File: src/rtl/rx_frame_ctrl.sv
// rtl/rx_frame_ctrl.sv - oversampling serial byte receiver with valid/ready output
module rx_frame_ctrl #(
  parameter int CLKS_PER_TICK = 4,
  parameter int OVERSAMPLE    = 16
) (
  input  logic       clk,
  input  logic       rst_n,
  input  logic       rx,
  input  logic       rx_ready,
  output logic [7:0] rx_data,
  output logic       rx_valid,
  output logic       rx_idle,
  output logic       frame_err,
  output logic       overrun
);

  typedef enum logic [1:0] {IDLE, START, DATA, STOP} state_t;

  localparam logic [7:0] TICK_LAST = 8'(CLKS_PER_TICK - 1);
  localparam logic [3:0] OS_LAST   = 4'(OVERSAMPLE - 1);
  localparam logic [3:0] OS_MID    = 4'(OVERSAMPLE / 2 - 1);
  localparam logic [4:0] ONES_HALF = 5'(OVERSAMPLE / 2);

  logic       rx_meta, rx_s;
  logic [7:0] tick_cnt;
  logic       tick;

  state_t     state, state_d;
  logic [3:0] os_cnt, os_d;
  logic [2:0] bit_idx, bit_d;
  logic [4:0] ones_cnt, ones_d;
  logic [7:0] shreg, shreg_d;
  logic [4:0] ones_sum;
  logic       bit_val;
  logic       frame_done;
  logic       stop_bad;

  // Two-flop synchronizer; the line idles high so the flops reset to 1.
  always_ff @(posedge clk or negedge rst_n) begin
    if (!rst_n) begin
      rx_meta <= 1'b1;
      rx_s    <= 1'b1;
    end else begin
      rx_meta <= rx;
      rx_s    <= rx_meta;
    end
  end

  // Free-running oversample tick divider, independent of receiver state.
  always_ff @(posedge clk or negedge rst_n) begin
    if (!rst_n) begin
      tick_cnt <= 8'd0;
    end else if (tick) begin
      tick_cnt <= 8'd0;
    end else begin
      tick_cnt <= tick_cnt + 8'd1;
    end
  end

  assign tick = (tick_cnt == TICK_LAST);

  // The decision for a data bit includes the sample taken on its last tick.
  assign ones_sum = ones_cnt + {4'd0, rx_s};
  assign bit_val  = (ones_sum >= ONES_HALF);

  // Receiver state and bit-timing registers.
  always_ff @(posedge clk or negedge rst_n) begin
    if (!rst_n) begin
      state    <= IDLE;
      os_cnt   <= 4'd0;
      bit_idx  <= 3'd0;
      ones_cnt <= 5'd0;
      shreg    <= 8'd0;
    end else begin
      state    <= state_d;
      os_cnt   <= os_d;
      bit_idx  <= bit_d;
      ones_cnt <= ones_d;
      shreg    <= shreg_d;
    end
  end

  // Next-state logic; all progress happens on ticks only.
  always_comb begin
    state_d    = state;
    os_d       = os_cnt;
    bit_d      = bit_idx;
    ones_d     = ones_cnt;
    shreg_d    = shreg;
    frame_done = 1'b0;
    stop_bad   = 1'b0;
    if (tick) begin
      case (state)
        IDLE: begin
          if (!rx_s) begin
            os_d    = 4'd0;
            state_d = START;
          end
        end
        START: begin
          if (os_cnt == OS_MID && rx_s) begin
            state_d = IDLE;
          end else if (os_cnt == OS_LAST) begin
            state_d = DATA;
            os_d    = 4'd0;
            bit_d   = 3'd0;
            ones_d  = 5'd0;
          end else begin
            os_d = os_cnt + 4'd1;
          end
        end
        DATA: begin
          if (os_cnt == OS_LAST) begin
            os_d    = 4'd0;
            ones_d  = 5'd0;
            shreg_d = {bit_val, shreg[7:1]};
            bit_d   = bit_idx + 3'd1;
            if (bit_idx == 3'd7) begin
              state_d = STOP;
            end
          end else begin
            os_d   = os_cnt + 4'd1;
            ones_d = ones_sum;
          end
        end
        STOP: begin
          // Leave at mid stop bit so a start bit right after it is not missed.
          if (os_cnt == OS_MID) begin
            state_d = IDLE;
            if (rx_s) begin
              frame_done = 1'b1;
            end else begin
              stop_bad = 1'b1;
            end
          end else begin
            os_d = os_cnt + 4'd1;
          end
        end
        default: state_d = IDLE;
      endcase
    end
  end

  // Output holding register with valid/ready handshake and event pulses.
  always_ff @(posedge clk or negedge rst_n) begin
    if (!rst_n) begin
      rx_data   <= 8'd0;
      rx_valid  <= 1'b0;
      frame_err <= 1'b0;
      overrun   <= 1'b0;
    end else begin
      frame_err <= stop_bad;
      overrun   <= 1'b0;
      if (frame_done) begin
        if (!rx_valid || rx_ready) begin
          rx_data  <= shreg;
          rx_valid <= 1'b1;
        end else begin
          overrun <= 1'b1;
        end
      end else if (rx_valid && rx_ready) begin
        rx_valid <= 1'b0;
      end
    end
  end

  assign rx_idle = (state == IDLE);

endmodule

File: config.mk
export PLATFORM = sky130hd
export DESIGN_NAME = rx_frame_ctrl
export DESIGN_NICKNAME = d
export VERILOG_FILES = /design/src/rtl/rx_frame_ctrl.sv
export SDC_FILE = /design/constraint.sdc
export NUM_CORES = 1
export LEC_CHECK = 0
export ABC_AREA = 1
export CAP_MARGIN = 20
export CORE_ASPECT_RATIO = 0.8
export CORE_MARGIN = 8
export CORE_UTILIZATION = 60
export DETAILED_ROUTE_END_ITERATION = 10
export DONT_BUFFER_PORTS = 1
export PLACE_DENSITY = 0.76
export SKIP_LAST_GASP = 1
export SLEW_MARGIN = 5
export SYNTH_ARGS = -nofsm -noshare
export SYNTH_HDL_FRONTEND = slang
export SYNTH_SLANG_ARGS = --single-unit
File: constraint.sdc
create_clock -name clk -period 3.6 [get_ports clk]
set_input_delay 0.36 -clock clk [delete_from_list [all_inputs] [get_ports clk]]
set_output_delay 0.36 -clock clk [all_outputs]
set_load 0.05 [all_outputs]
After elaboration in Yosys (flattened, before gate mapping)
Cells that the tools add are included.

storage, ports and cells
  bits in registers = 43
  output and inout port bits = 12
  logic and storage cells = 81

cells by class
  add/sub/neg operators = 4
  $lt $le $gt $ge = 1
  eq/ne operators = 16
  muxes and demuxes = 34
  reduce and logical (&&, ||, !) cells = 14

operators by type and width
  cell                                                  number
  two-way mux 4 bit                                     4
  one-hot mux 4 bit (4 select lines)                    1
  two-way mux 5 bit                                     3
  inequality test 2 bit (second input constant)         7
  two-way mux 1 bit                                     13
  two-way mux 2 bit                                     6
  one-hot mux 5 bit (2 select lines)                    1
  two-way mux 3 bit                                     3
  adder 8 x 1 -> 8 bit (second input constant)          1
  equality test 8 x 2 -> 1 bit (second input constant)  1
  two-way mux 8 bit                                     1
  one-hot mux 2 bit (4 select lines)                    1
  AND reduction 4 bit                                   2
  one-hot mux 3 bit (2 select lines)                    1
  AND reduction 6 bit                                   1
  adder 5 x 1 -> 5 bit                                  1
  >= comparator 5 x 4 -> 1 bit (second input constant)  1
  AND reduction 5 bit                                   1
  adder 4 x 1 -> 4 bit (second input constant)          1
  equality test 2 bit (second input constant)           2
  equality test 4 x 3 -> 1 bit (second input constant)  1
  equality test 4 bit (second input constant)           1
  AND reduction 2 bit                                   2
  nonzero test 2 bit                                    2
  other kinds (10)                                      11

Logic depth before layout (Yosys ltp)
Gate-level depths: netlist of run 1.

  depth after elaboration = 6
  mapped depth = 10
  depth with buffers taken out = 10

Worst setup path after synthesis of run 1
No wires, ideal clock.

  kind = register to register
  from = register state[0]
  to = register os_cnt[2]
  library setup time = 0.124 ns
  data arrival time = 1.495 ns
  slack = 1.981 ns
  stages on the path, launching flop included = 9
  cell sequence = dfrtp_1 > inv_1 > ha_1 > nand2_1 > nand3_1 > nor2_2 > inv_2 > nand2_1 > o21ai_1

between the ends
  cells in the longest elaborated chain, start to end = 3
  elaborated cells between the ends (all ways) = 9
  those cells by class = eq/ne (6); mux (1); reduce/logical (2)

RTL lines
  what                             line  source
  start: declaration               28    state_t state, state_d;
  start signal: assignment         75    state <= state_d;
  zero test 2 bit (*)              n/a
  via rx_idle                      12    output logic rx_idle,
  inequality test 2 bit (no line)  n/a
  AND reduction 4 bit (no line)    n/a
  end signal: assignment           76    os_cnt <= os_d;
  end: declaration                 29    logic [3:0] os_cnt, os_d;

The timed path passes the listed nets; every way through them passes the cells marked *.
A chain may end at the register's enable or synchronous reset.

Worst setup path after layout of run 1
  from = register state[0]
  to = register shreg[7]

between the ends
  cells in the longest elaborated chain, start to end = 2

RTL lines
  what                           line  source
  equality test 2 bit            93    case (state)
  AND reduction 3 bit (no line)  n/a
  end signal: assignment         79    shreg <= shreg_d;
  end: declaration               32    logic [7:0] shreg, shreg_d;

Every way passes these cells.

==> impl_metrics.ini, run 1 <==
[outcome]
status = finished clean

[grt]
grt_first_pass_wirelength_um = 6940
antenna_found_initial = 0
grt-ovfl-total = 0
grt_usage_pct = 14.2
grt_pass1_vias = 1552
grt_max_degree = 44

[worst_setup_path]
crit_chain = inv_1 -> ha_1 -> inv_1 -> nor2_4 -> nand2_2 -> nor3b_1 -> nor2_1
critPathSlowestCell = dfrtp_1
max_stage_delay_ns = 0.44
endpoint_kind = flop
start_kind = flop
path_common_cell = inv_1
worstRegToRegCells = 7
cp.arrival_ns = 1.99
required_ns = 3.79
cp_max_fo = 12
worstSetupPathType = flop to flop

[routing]
drt_pass1_iterations = 4
drc = 0
wl_um = 3890
drtIter0Drc = 98
postRouteAntennaNets = 0
viasPerCell = 5.20
wire_per_inst_um = 12.9
num_vias = 1571

[layout]
area_growth_pct = 6.68
antennaDiodeCount = 0
nets = 274
fillCellCount = 284
drive_above_1_share_pct = 16.9
design_area_mm2 = 0.00236

[clocking]
cts.repair.resized = 0
cts_root_buffer = clkbuf_8
cts.sinks = 43
htree_levels = 2
cts_buffers = 5
clock_latency_ns = 0.30
cts.clk_slew.worst_paths_ns = 0.09
cts_tree = done
clockBufferDepth = 2

[die]
die_area_mm2 = 0.00589
coreArea_mm2 = 0.00347
start_util_pct = 63.7
rows = 19
io_pins = 16
die_w_um = 83.9
die_h_um = 70.3

[synthesis]
syn_area_per_cell_um2 = 8.73
synth_cells = 253
synth_seq_cells = 43
synth_area_mm2 = 0.00221
ys_types = 27
synth_edf_count = 0
async_flop_share_pct = 100
ys.flop_type = dfrtp_1
synth_fp_nets = 268
yosysSeqAreaShare_pct = 48.8
yosysWarnings = 0

[sta]
finalHoldViolCount = 0
tns_ns = 0
setup_viol = 0
hold_slack_ns = 0.0491
timing.final.crit_share_pct = 49.8
rsz0062_at_grt = false
fmaxAchievable_ghz = 0.557
maxSlewHeadroom_pct = 64.3
slew_violations = 0
skew_ns = 0.00454
worst_slew_pin_slew_ns = 0.536
post-route-min-period_ns = 1.79

[placed_design]
place_hpwl_um = 2790
port_buffers = 0
place_area_mm2 = 0.00223
place_congestion = 0.815

[pwr]
powerDensity_mw_per_mm2 = 479
leakage_nw = 1.19
ir_drop_uv = 378

[job]
drv_cap = 0

[hold_path]
holdPathStages = 0
min_path_type = primary input to flop
## power breakdown
part	leakage [nW]	internal (mW)	switching (mW)
sequential	0.584	0.510	0.0296
combinational	0.562	0.0851	0.189
clock	0.0408	0.139	0.178
## layer usage
metal	vias up	track usage, %	part of all wire [%]
met4	0	5.74	2.4
li1	805	-	-
met3	11	4.75	6.2
met5	-	0	0
met2	42	21.6	42
met1	713	18.0	49
## registers in the layout, summed over array words and instances (netlist names), named ones only
name,cells
rx_valid,1
state,1
bit_idx,3
ones_cnt,5
rx_meta,1
tick_cnt,8
shreg,8
os_cnt,4
rx_s,1
frame_err,1
overrun,1
rx_data,8
## worst paths after layout
kind	start	endpoint	slack, ns
setup / recovery	state[0]$_DFFE_PN0P_	shreg[7]$_DFFE_PN0P_	1.81
hold / removal	rx	rx_meta$_DFF_PN1_	0.05
min in group asynchronous	rst_n	os_cnt[1]$_DFFE_PN0P_	0.50
max in group asynchronous	rst_n	rx_meta$_DFF_PN1_	2.82
setup reg to reg	state[0]$_DFFE_PN0P_	shreg[7]$_DFFE_PN0P_	1.81
hold reg to reg	rx_meta$_DFF_PN1_	rx_s$_DFF_PN1_	0.36
## through the flow
stage | utilization (%) | std cells | setup WS, ns | total power [mW]
floorplan | - | 253 | 1.98 | 0.753
global placement | 64.4 | 292 | 1.91 | 0.796
detailed placement | 64.4 | 292 | 1.83 | 0.803
CTS | 67.9 | 302 | 1.80 | 1.14
global route | 67.9 | 302 | 1.66 | 1.20
finish | 67.9 | 302 | 1.81 | 1.13
## synthesized netlist by cell type, types with 2 or more instances
cell type  number  area [um^2]
nand2_1        63          236
dfrtp_1        41         1030
inv_1          29          109
nand3_1        20          100
nor2_1         18         67.6
o21ai_1        13         65.1
ha_1           11          138
inv_2           7         26.3
nand2_2         6         37.5
o21ai_2         5         43.8
xor2_1          5         43.8
a21oi_1         4         20.0
nor2_4          4         45.0
or2_2           4         25.0
nand3_2         3         30.0
nor3_1          3         15.0
o21ai_0         3         15.0
buf_6           2         22.5
dfstp_2         2         52.6
nand4_1         2         12.5
nor2_2          2         12.5
## cells in the final DEF, fill, tap and decap left out
| master | n |
|---|---|
| a21oi_1 | 4 |
| buf_12 | 1 |
| clkbuf_8 | 5 |
| clkinvlp_4 | 2 |
| dfrtp_1 | 41 |
| dfstp_2 | 2 |
| dlygate4sd3_1 | 1 |
| ha_1 | 11 |
| inv_1 | 29 |
| inv_2 | 7 |
| inv_6 | 1 |
| nand2_1 | 63 |
| nand2_2 | 6 |
| nand3_1 | 20 |
| nand3_2 | 3 |
| nand3_4 | 1 |
| nand4_1 | 2 |
| nor2_1 | 18 |
| nor2_2 | 2 |
| nor2_4 | 4 |
| nor2_8 | 1 |
| nor3_1 | 3 |
| nor3b_1 | 1 |
| o211ai_1 | 1 |
| o21ai_0 | 3 |
| o21ai_1 | 13 |
| o21ai_2 | 5 |
| or2_2 | 4 |
| xnor2_1 | 1 |
| xor2_1 | 5 |
## cell type report
type / instances / area [um^2] / area share [%]
Clock inverter: 3 / 23.8 / 1.01
Clock buffer: 5 / 68.8 / 2.92
Inverter: 36 / 135 / 5.73
Sequential cell: 43 / 1080 / 45.8
Multi-Input combinational cell: 171 / 968 / 41.1
Tap cell: 42 / 52.6 / 2.23
Timing Repair Buffer: 2 / 30.0 / 1.27
## timing repair
item,4_1_cts,5_1_grt
hold buffers,2,0
endpoints found under the hold margin,43,0
endpoints found under the setup margin,0,0
setup buffers,0,0
## logic make-up (layout without fill, tap and decap cells)
kind of cell,after synthesis,count (layout),synth area share (%)
and+or+nand+nor,128,128,28.4
DFF,43,43,48.8
buffers and inverters,39,46,7.36
AOI/OAI and AO/OA,26,26,6.85
adders and majority gates,11,11,6.23
xor gates and xnor gates,6,6,2.38
## critical path: cells and delay by family, from the launching register on
| kind | cells | cell delay (ns) |
|---|---|---|
| AND/OR/NAND/NOR | 4 | 0.62 |
| flip-flops | 1 | 0.44 |
| buffers and inverters | 2 | 0.29 |
| adder cells (fa/ha/maj) | 1 | 0.33 |
Power figures use the tool's default switching activity.
==> run 2: changes to the inputs <==
clock period = 1.7 ns   (was 3.6 ns; I/O delays follow)
==> run 2 against run 1 <==
- design area increased by 3.9%
- fmax increased by 11%
- first-iteration DRC count grew 8.2%
- largest cell class unchanged
- critical endpoint is now ones_cnt[4]$_DFFE_PN0P_
- setup slack worse by 1.7 ns
- critical path type unchanged
==> impl_metrics.ini, run 2 (synthesis results as in run 1) <==
[clocking]
clockBufferDepth = 2
htree_levels = 2
cts_tree = done
cts_buffers = 5
cts_root_buffer = clkbuf_8
cts.clk_slew.worst_paths_ns = 0.08
clock_latency_ns = 0.29
cts.sinks = 43

[routing]
postRouteAntennaNets = 0
num_vias = 1588
drt_pass1_iterations = 5
drc = 0
drtIter0Drc = 106
wl_um = 3750
wire_per_inst_um = 12.1
viasPerCell = 5.14

[sta]
finalHoldViolCount = 0
setup_viol = 0
post-route-min-period_ns = 1.62
maxSlewHeadroom_pct = 67.6
hold_slack_ns = 0.152
skew_ns = 0.00551
fmaxAchievable_ghz = 0.616
slew_violations = 0
worst_slew_pin_slew_ns = 0.486
setup_slack_ns = 0.0777
timing.final.crit_share_pct = 95.4
rsz0062_at_grt = true

[layout]
layout_commonest_cell = nand2_1
reg_top3 = rx_data: 8 flops, shreg: 8 flops, tick_cnt: 8 flops
fillCellCount = 256
antennaDiodeCount = 0
drive_above_1_share_pct = 20.2
area_growth_pct = 10.9
nets = 281
layout_common_cells = nand2_1, dfrtp_1, inv_1

[worst_setup_path]
endpoint_kind = flop
cpLargestDelayFamily = flip-flops
max_stage_delay_ns = 0.54
cp_max_fo = 3
crit_chain = ha_2 -> ha_2 -> nand3_1 -> xor2_1 -> or2_2 -> o21ai_1
required_ns = 1.92
worstSetupPathType = flop to flop
path_common_cell = ha_2
critPathSlowestCell = dfstp_2
start_kind = flop
cp.arrival_ns = 1.84
cp_num_buf_inv = 0

[die]
rows = 19
io_pins = 16
die_w_um = 83.9
die_area_mm2 = 0.00589
coreArea_mm2 = 0.00347
die_h_um = 70.3
start_util_pct = 63.7

[pwr]
leakage_nw = 1.24
powerDensity_mw_per_mm2 = 1040
ir_drop_uv = 710

[placed_design]
pre_cts_slack_ns = 0.108
place_hpwl_um = 2650
place_congestion = 0.793
port_buffers = 0

[outcome]
status = finished clean

[grt]
grt-ovfl-total = 0
antenna_found_initial = 0
grt_max_degree = 44
grt_pass1_vias = 1462
grt_first_pass_wirelength_um = 6490
grt_usage_pct = 13.0

[job]
drv_cap = 0

[hold_path]
min_path_type = primary input to flop
## run 2: metrics by stage
| stage | utilization [%] | cell area [um^2] | cells | TNS [ns] | power (mW) |
|---|---|---|---|---|---|
| after CTS | 69.9 | 2420 | 308 | 0 | 2.55 |
| after floorplan | - | 2210 | 253 | 0 | 1.59 |
| final | 70.6 | 2450 | 309 | 0 | 2.55 |
| after global placement | 65.5 | 2270 | 297 | 0 | 1.71 |
| after global routing | 70.6 | 2450 | 309 | -0.00925 | 2.69 |
| after detailed placement | 65.5 | 2270 | 297 | 0 | 1.73 |
## run 2: cell type report
cell class	count	area, um^2	share of cell area, %
Clock buffer	5	68.8	2.81
Sequential cell	43	1080	44.0
Timing Repair Buffer	9	85.1	3.47
Multi-Input combinational cell	171	986	40.2
Inverter	36	135	5.52
Tap cell	42	52.6	2.15
Clock inverter	3	43.8	1.79
## run 2: worst min-delay path, cell delays in order
cell and delay (ns):
nor2_1 0.02, inv_1 0.14, nand2_1 0.07
## run 2: repair_timing
action	CTS	global route
hold buffers	3	0
setup endpoints to repair	0	12
resized for setup	0	5
setup buffers	0	1
endpoints found under the hold margin	44	0
## run 2: path summary, 6_finish.rpt
path                                    from                      end  slack (ns)  cells past startpoint
setup / recovery              rx_s$_DFF_PN1_  ones_cnt[4]$_DFFE_PN0P_        0.08                      6
hold / removal                      rx_ready     rx_valid$_DFFE_PN0P_        0.15                      3
setup reg to reg              rx_s$_DFF_PN1_  ones_cnt[4]$_DFFE_PN0P_        0.08                      6
hold reg to reg            rx_meta$_DFF_PN1_           rx_s$_DFF_PN1_        0.36                      0
max in group asynchronous              rst_n           rx_s$_DFF_PN1_        1.09                      2
min in group asynchronous              rst_n     state[0]$_DFFE_PN0P_        0.35                      2
## run 2: power breakdown
group | internal [mW] | leakage [nW] | switching (mW)
sequential | 1.08 | 0.584 | 0.0604
combinational | 0.206 | 0.594 | 0.410
clock | 0.437 | 0.0581 | 0.356
## run 2: routing by layer
layer,up-vias,routed length (um),track usage (%)
met1,739,1850,16.6
met2,23,1690,19.6
li1,822,-,-
met3,4,177,4.40
met4,0,32,4.97
met5,-,0,0
==> run 3: changes to the inputs <==
CORE_UTILIZATION = 35   (was 60)
PLACE_DENSITY = 0.49   (was 0.76)
==> run 3 against run 2 <==
- first-iteration DRC count is 46% lower
- flip-flop and latch count stayed put
- power is 0.42% higher
- wire length is 11% higher
- global-route usage is 3.0 points lower
- register-to-register slack better by 0.03 ns
- count of clock-buffer cells in the layout stayed put
- critical path depth stayed put
- setup slack better by 0.028 ns
- design area is 2.4% higher
- hold slack worse by 0.0068 ns
- combinational power is 2% lower
- largest power group unchanged
==> impl_metrics.ini, run 3 (synthesis results as in run 1) <==
[worst_setup_path]
worstRegToRegCells = 6
crit_path_start = rx_s$_DFF_PN1_
endpoint_kind = flop
worstSetupPathType = flop to flop
start_kind = flop
cp.arrival_ns = 1.82
r2r_end = ones_cnt[4]$_DFFE_PN0P_
required_ns = 1.93
endpoint = ones_cnt[4]$_DFFE_PN0P_
rrSetupSlack_ns = 0.11
crit-reg2reg-launch = rx_s$_DFF_PN1_
cp_max_fo = 3

[placed_design]
pre_cts_slack_ns = 0.0978
place_congestion = 0.799
place_hpwl_um = 3050
dpl.cell_count = 340
port_buffers = 0

[clocking]
clock_latency_ns = 0.29
cts_tree = done
cts_buffers = 5
cts.clk_slew.worst_paths_ns = 0.09
clockBufferDepth = 2
cts.sinks = 43
cts_root_buffer = clkbuf_8
htree_levels = 2

[outcome]
status = finished clean

[layout]
reg_top3 = rx_data: 8 flops, shreg: 8 flops, tick_cnt: 8 flops
area_growth_pct = 13.5
layout_common_cells = nand2_1, dfrtp_1, inv_1
antennaDiodeCount = 0
fillCellCount = 651
layout_commonest_cell = nand2_1
drive_above_1_share_pct = 20.2
nets = 281
fin_cells = 351

[die]
die_w_um = 105
io_pins = 16
rows = 26
die_h_um = 87.1
die_area_mm2 = 0.00913
start_util_pct = 35.4
coreArea_mm2 = 0.00625

[grt]
grt_max_degree = 44
grt_first_pass_wirelength_um = 7400
antenna_found_initial = 0
grt-ovfl-total = 0
grt_usage_pct = 10.0
grt_pass1_vias = 1586

[sta]
worst_slew_pin_slew_ns = 0.491
hold_slack_ns = 0.145
post-route-min-period_ns = 1.59
rsz0062_at_grt = true
setup_viol = 0
slew_violations = 0
skew_ns = 0.00477
maxSlewHeadroom_pct = 67.2
fmaxAchievable_ghz = 0.627
timing.final.crit_share_pct = 93.8
setup_slack_ns = 0.106
finalHoldViolCount = 0

[routing]
drtIter0Drc = 57
viasPerCell = 4.44
drt_pass1_iterations = 4
drc = 0
num_vias = 1557
wire_per_inst_um = 11.9
wl_um = 4180
postRouteAntennaNets = 0

[pwr]
leakage_nw = 1.24
powerDensity_mw_per_mm2 = 1020
ir_drop_uv = 484

[hold_path]
holdPathStages = 3
min_path_type = primary input to flop

[job]
drv_cap = 0
run 3: cell types whose count changed in the layout (fill, tap and decap cells not counted):
cell,previous run,this run
nor3b_1,0,1
o21ai_2,5,6
o21ai_1,13,12
nor3b_2,1,0
buf_16,0,1
buf_12,1,0
run 3: metal layers:
| layer | vias to the layer above | wire, um | track usage (%) |
|---|---|---|---|
| met5 | - | 0 | 0 |
| met4 | 0 | 40 | 3.49 |
| met3 | 5 | 218 | 3.40 |
| met2 | 20 | 1630 | 14.6 |
| met1 | 713 | 2290 | 13.4 |
| li1 | 819 | - | - |
run 3: how the worst min path moves through the flow:
| stage | start | end | slack [ns] |
|---|---|---|---|
| 6_report | rx_ready | rx_valid$_DFFE_PN0P_ | 0.14 |
| 5_1_grt | rx_ready | overrun$_DFF_PN0_ | 0.19 |
| 4_1_cts | rx_ready | rx_valid$_DFFE_PN0P_ | 0.14 |
| 3_5_place_dp | rst_n | tick_cnt[5]$_DFF_PN0_ | -0.12 |
| 3_3_place_gp | rst_n | tick_cnt[4]$_DFF_PN0_ | -0.12 |
| 2_1_floorplan | rst_n | async pin | -0.13 |
run 3: power breakdown:
part           internal (mW)  switching (mW)  total [mW]  leakage, nW
registers               1.08          0.0609        1.14        0.584
clock network          0.438           0.379       0.817       0.0581
logic                  0.204           0.399       0.603        0.596
run 3: what timing repair did:
action                                 4_1_cts  5_1_grt
setup endpoints to repair                    0       19
endpoints found under the hold margin       44        0
hold buffers                                 3        0
gates resized for setup                      0        5
buffers inserted                             0        0
run 3: worst max-delay path, cell delays in order, from the launching register on:
cell     delay (ns)
dfstp_2        0.54
ha_1           0.17
ha_2           0.19
nand3_1        0.09
xor2_1         0.16
or2_2          0.28
o21ai_2        0.10
run 3: final cells by class:
class	count	area (um^2)	area share (%)
multi-input cells	171	985	39.3
inverters	36	135	5.39
flip-flops and latches	43	1080	43.0
clock buffers	5	68.8	2.74
clock inverters	3	43.8	1.75
repair buffers	9	92.6	3.69
well taps	84	105	4.19
run 3: per-stage QoR:
| stage | power [mW] | TNS, ns | cell area, um^2 | util [%] |
|---|---|---|---|---|
| 4_1_cts | 2.58 | 0 | 2490 | 39.9 |
| 5_1_grt | 2.72 | -0.0692 | 2510 | 40.2 |
| 6_report | 2.56 | 0 | 2510 | 40.2 |
| 2_1_floorplan | 1.59 | 0 | 2210 | - |
| 3_3_place_gp | 1.73 | 0 | 2330 | 37.3 |
| 3_5_place_dp | 1.73 | 0 | 2330 | 37.3 |
